[src/rtl/ram_block.sv]
// ram_block
// ---------
// Single-port, word-addressed RAM for the 8-bit processor datapath.
// Depth is 2**adlines words of datalines bits. Writes are synchronous and
// reads are registered, so read data appears one cycle after the read strobe.
//
// Strobe semantics: read and write are sampled on every rising clk edge.
// There is no backpressure; a strobe seen at an edge always completes there.
// dataout changes only on an edge with read=1 and otherwise holds its value.
// When read and write are both high, the value being written is returned
// (write-through).
//
// Optional feature macro: RAM_ZERO_ON_RESET_EN
//   defined   : all memory words are cleared asynchronously while rst_n=0.
//   undefined : the memory has no reset and stays inferable as block RAM.
//               Unwritten words read X in simulation.
//
// Ports:
//   clk      - clock; all state changes on its rising edge
//   rst_n    - asynchronous active-low reset (clears dataout)
//   address  - word address for both read and write
//   datain   - write data
//   write    - write strobe, active-high
//   read     - read strobe, active-high
//   dataout  - registered read data

module ram_block #(
    parameter int adlines   = 8,
    parameter int datalines = 16
) (
    input  logic                 clk,
    input  logic                 rst_n,
    input  logic [adlines-1:0]   address,
    input  logic [datalines-1:0] datain,
    input  logic                 write,
    input  logic                 read,
    output logic [datalines-1:0] dataout
);

    localparam int depth = 2 ** adlines;

    logic [datalines-1:0] mem [depth];

`ifdef RAM_ZERO_ON_RESET_EN
    // Every word is held at zero while reset is asserted; a write that was
    // in flight when reset arrived is discarded along with everything else.
    always_ff @(posedge clk or negedge rst_n) begin
        if (!rst_n) begin
            for (int i = 0; i < depth; i++) begin
                mem[i] <= '0;
            end
        end else if (write) begin
            mem[address] <= datain;
        end
    end
`else
    // No reset on the array so it maps onto block RAM. Qualifying with rst_n
    // keeps strobes from landing while reset is held.
    always_ff @(posedge clk) begin
        if (write && rst_n) begin
            mem[address] <= datain;
        end
    end
`endif

    // Registered read port. On a simultaneous read/write, forward datain so
    // the caller sees the new word rather than the old array contents.
    always_ff @(posedge clk or negedge rst_n) begin
        if (!rst_n) begin
            dataout <= '0;
        end else if (read) begin
            if (write) begin
                dataout <= datain;
            end else begin
                dataout <= mem[address];
            end
        end
    end

endmodule

[config.mk]
export PLATFORM = sky130hd
export DESIGN_NAME = ram_block
export DESIGN_NICKNAME = d
export VERILOG_FILES = /design/src/rtl/ram_block.sv
export SDC_FILE = /design/constraint.sdc
export NUM_CORES = 2
export LEC_CHECK = 0
export CAP_MARGIN = 10
export CORE_UTILIZATION = 57
export CTS_CLUSTER_DIAMETER = 30
export DETAILED_ROUTE_END_ITERATION = 16
export DONT_BUFFER_PORTS = 1
export HOLD_SLACK_MARGIN = 0.05
export MAX_ROUTING_LAYER = met4
export PLACE_DENSITY = 0.75
export SYNTH_ARGS = -nofsm -noshare
export SYNTH_HDL_FRONTEND = slang
export SYNTH_SLANG_ARGS = --single-unit
[constraint.sdc]
create_clock -name clk -period 2.15 [get_ports clk]
set_input_delay 0.3225 -clock clk [delete_from_list [all_inputs] [get_ports clk]]
set_output_delay 0.3225 -clock clk [all_outputs]
set_load 0.01 [all_outputs]
==> results.ini <==
[status]
status = finished with violations
violations = negative hold slack, negative setup slack

[cts]
hold_buffers = 36
cts_htree_levels = 6
cts_tree = yes
cts_buffer_depth = 4
cts_sinks = 4112
cts_buffers = 630
clk_latency_ns = 1.04
root_buffer = clkbuf_16
clk_pin_slew_ns = 0.06

[floorplanning]
start_util = 0.575
die_y_um = 525
num_rows = 191
core_um2 = 271000
die_x_um = 525
io_pins = 44
design.die.area_um2 = 276000

[route]
ant_nets = 0
drtPass1Iterations = 8
wl_per_cell_um = 39.9
dr_total_vias = 84600
drtIter0Drc = 14800
drc = 0
wl_mm = 474
viasPerCell = 7.12

[logic_synthesis]
yosysWarnings = 0
synth_area_leaders = edfxtp_1, mux4_2, a22oi_1, a21oi_1, nor2_1
avgSynthCellArea_um2 = 23.4
synth.distinct_cells = 33
yosysTopAreaCell = edfxtp_1
netlist_instances = 6682
syn_area_um2 = 156000
synth_top_area_share = 0.788
syn_nets = 6710
ys_ff_latch = 4112
seq_area_frac_synth = 0.790

[sta]
fin_crit_sh = 1.29
finClkSkew_ns = 0.0551
tns_ns = -7.38
worst_slack_ns = -0.615
slew_headroom = 0.0225
fmax_mhz = 362
setup_viol = 34
slew_viol_final = 0
fin_hold_ws_ns = -0.614
worst_pin_slew_ns = 1.47
period_minus_slack_ns = 2.77
hold_viol = 2983
rsz0062_at_grt = yes

[critical_path]
crit_path_frequent_cell = mux4_2
worstPathRequired_ns = 3.03
cpLargestDelayFamily = multiplexers
path_cells = mux4_2 > mux4_2 > mux4_2 > a22oi_2 > a21oi_2
start_kind = flop
cpMaxStageDelayCell = mux4_2
path_class = reg -> reg
crit_path_end_kind = flop
arrival_ns = 3.65
crit_fanout = 1
rr_worst_depth = 5
path_depth = 5
critPathMaxStageDelay_ns = 0.60
path_buf_inv = 0

[placement]
pre_cts_slack_ns = -1.90
routabilityCongestion = 0.859
io_buffers = 0
place_area_um2 = 171000
dp_hpwl_mm = 221

[run]
cap_violations = 0

[min_path]
hold_depth = 0
hp-class = in -> reg

[global_routing]
grt_usage = 0.347
grt_first_pass_wirelength_mm = 652
antenna_found_initial = 19
grt_pass1_vias = 86200
overflow = 0
grt_max_degree = 1025

[pwr]
report.power.total_mw = 201
p_per_area_nw_per_um2 = 1030
irDropWorstVdd_mv = 1.31
total_leakage_power_nw = 62.5

[cells_and_area]
drive_gt1_frac = 0.432
area_growth_pct = 25.6
fin_nets = 7790
final_area_um2 = 196000

## where the power goes
| part | internal [mW] | total (mW) | switching [mW] | leakage (nW) |
|---|---|---|---|---|
| Sequential | 88.4 | 88.6 | 0.216 | 37.0 |
| Clock | 63.8 | 105 | 41.2 | 10.4 |
| Combinational | 3.47 | 7.81 | 4.33 | 15.1 |
## cell usage after synthesis, drive strengths merged
cell type     n
clkbuf      213
nand4         3
or2           5
a31oi         2
nand3        14
inv          12
edfxtp     4096
and2          4
mux2          3
o21ai         6
a211oi        1
o22ai         2
o32ai         3
mux2i        15
and4         13
a32oi         2
nand2b       10
nor2        221
nand3b        4
buf         202
mux4       1091
dfrtp        16
a21oi       195
o41ai        48
a22oi       392
nor3         51
nand2        39
nor2b         7
o221ai       12
## logic make-up after synthesis
family | share of synthesized area
simple gates | 0.0104
compound gates | 0.0291
buf+inv | 0.0116
flops | 0.790
mux | 0.159
## worst reg2reg max path: stages (launching register included)
cell and delay (ns):
edfxtp_1 0.42, mux4_2 0.52, mux4_2 0.60, mux4_2 0.57, a22oi_2 0.39, a21oi_2 0.10
## path summary, 6_finish.rpt
| check | from | to | slack [ns] |
|---|---|---|---|
| worst max-delay path | mem[155][9] | dataout[9] | -0.62 |
| worst min-delay path | datain[6] | mem[147][6] | -0.61 |
| worst max register to register | mem[155][9] | dataout[9] | -0.62 |
| worst min register to register | dataout[2] | dataout[2] | 0.81 |
| max in group asynchronous | rst_n | dataout[5] | 0.87 |
| min in group asynchronous | rst_n | dataout[2] | 0.66 |
## stage by stage
| step | cells | utilization | hold WS (ns) |
|---|---|---|---|
| final | 11900 | 0.723 | -0.614 |
| after global routing | 11900 | 0.723 | -0.634 |
| after CTS | 11900 | 0.719 | -0.663 |
| after detailed placement | 10600 | 0.631 | 0.0326 |
| after global placement | 10600 | 0.631 | 0.0327 |
| after floorplan | 6682 | - | 0.0269 |
## cell usage in the layout, fill, tap and decap left out, drive strengths merged, types with 2 or more instances in the layout
cell,Yosys,layout
a21oi,195,195
a22oi,392,392
a31oi,2,2
a32oi,2,2
and2,4,4
and4,13,13
buf,202,825
bufinv,0,72
clkbuf,213,688
clkinv,0,253
clkinvlp,0,64
dfrtp,16,16
diode,0,15
dlygate4sd3,0,30
edfxtp,4096,4096
inv,12,112
mux2,3,3
mux2i,15,15
mux4,1091,1091
nand2,39,39
nand2b,10,10
nand3,14,14
nand3b,4,4
nand4,3,3
nor2,221,221
nor2b,7,7
nor3,51,51
o21ai,6,6
o221ai,12,12
o22ai,2,2
o32ai,3,3
o41ai,48,48
or2,5,5
## registers in the layout, indices dropped and copies added (netlist names)
| name | cells |
|---|---|
| mem | 4096 |
| dataout | 16 |
## layer usage
metal	part of all wire	GRT usage	up-vias	routed length [µm]
li1	-	-	31300	-
met1	0.32	0.440	43900	153000
met2	0.48	0.534	7940	229000
met3	0.14	0.0795	1473	64400
met4	0.059	0.169	0	28000
met5	0	-	-	0
## final cells by class
type | count | area (µm²)
diodes | 15 | 37.5
clock buffers | 682 | 16000
clock inverters | 489 | 5810
fillers | 13700 | 75300
inverters | 12 | 45.0
multi-input cells | 2143 | 35000
flip-flops and latches | 4112 | 123000
well taps | 3570 | 4470
repair buffers | 863 | 11500
## timing repair
action                                  in CTS  in global routing
endpoints found under the hold margin     4867               3951
setup buffers                                0                  8
pin swaps                                   88                 67
gates cloned                                 1                  8
endpoints found under the setup margin      16                365
gates resized for setup                    280                 92
(Power assumes the default switching activity.)
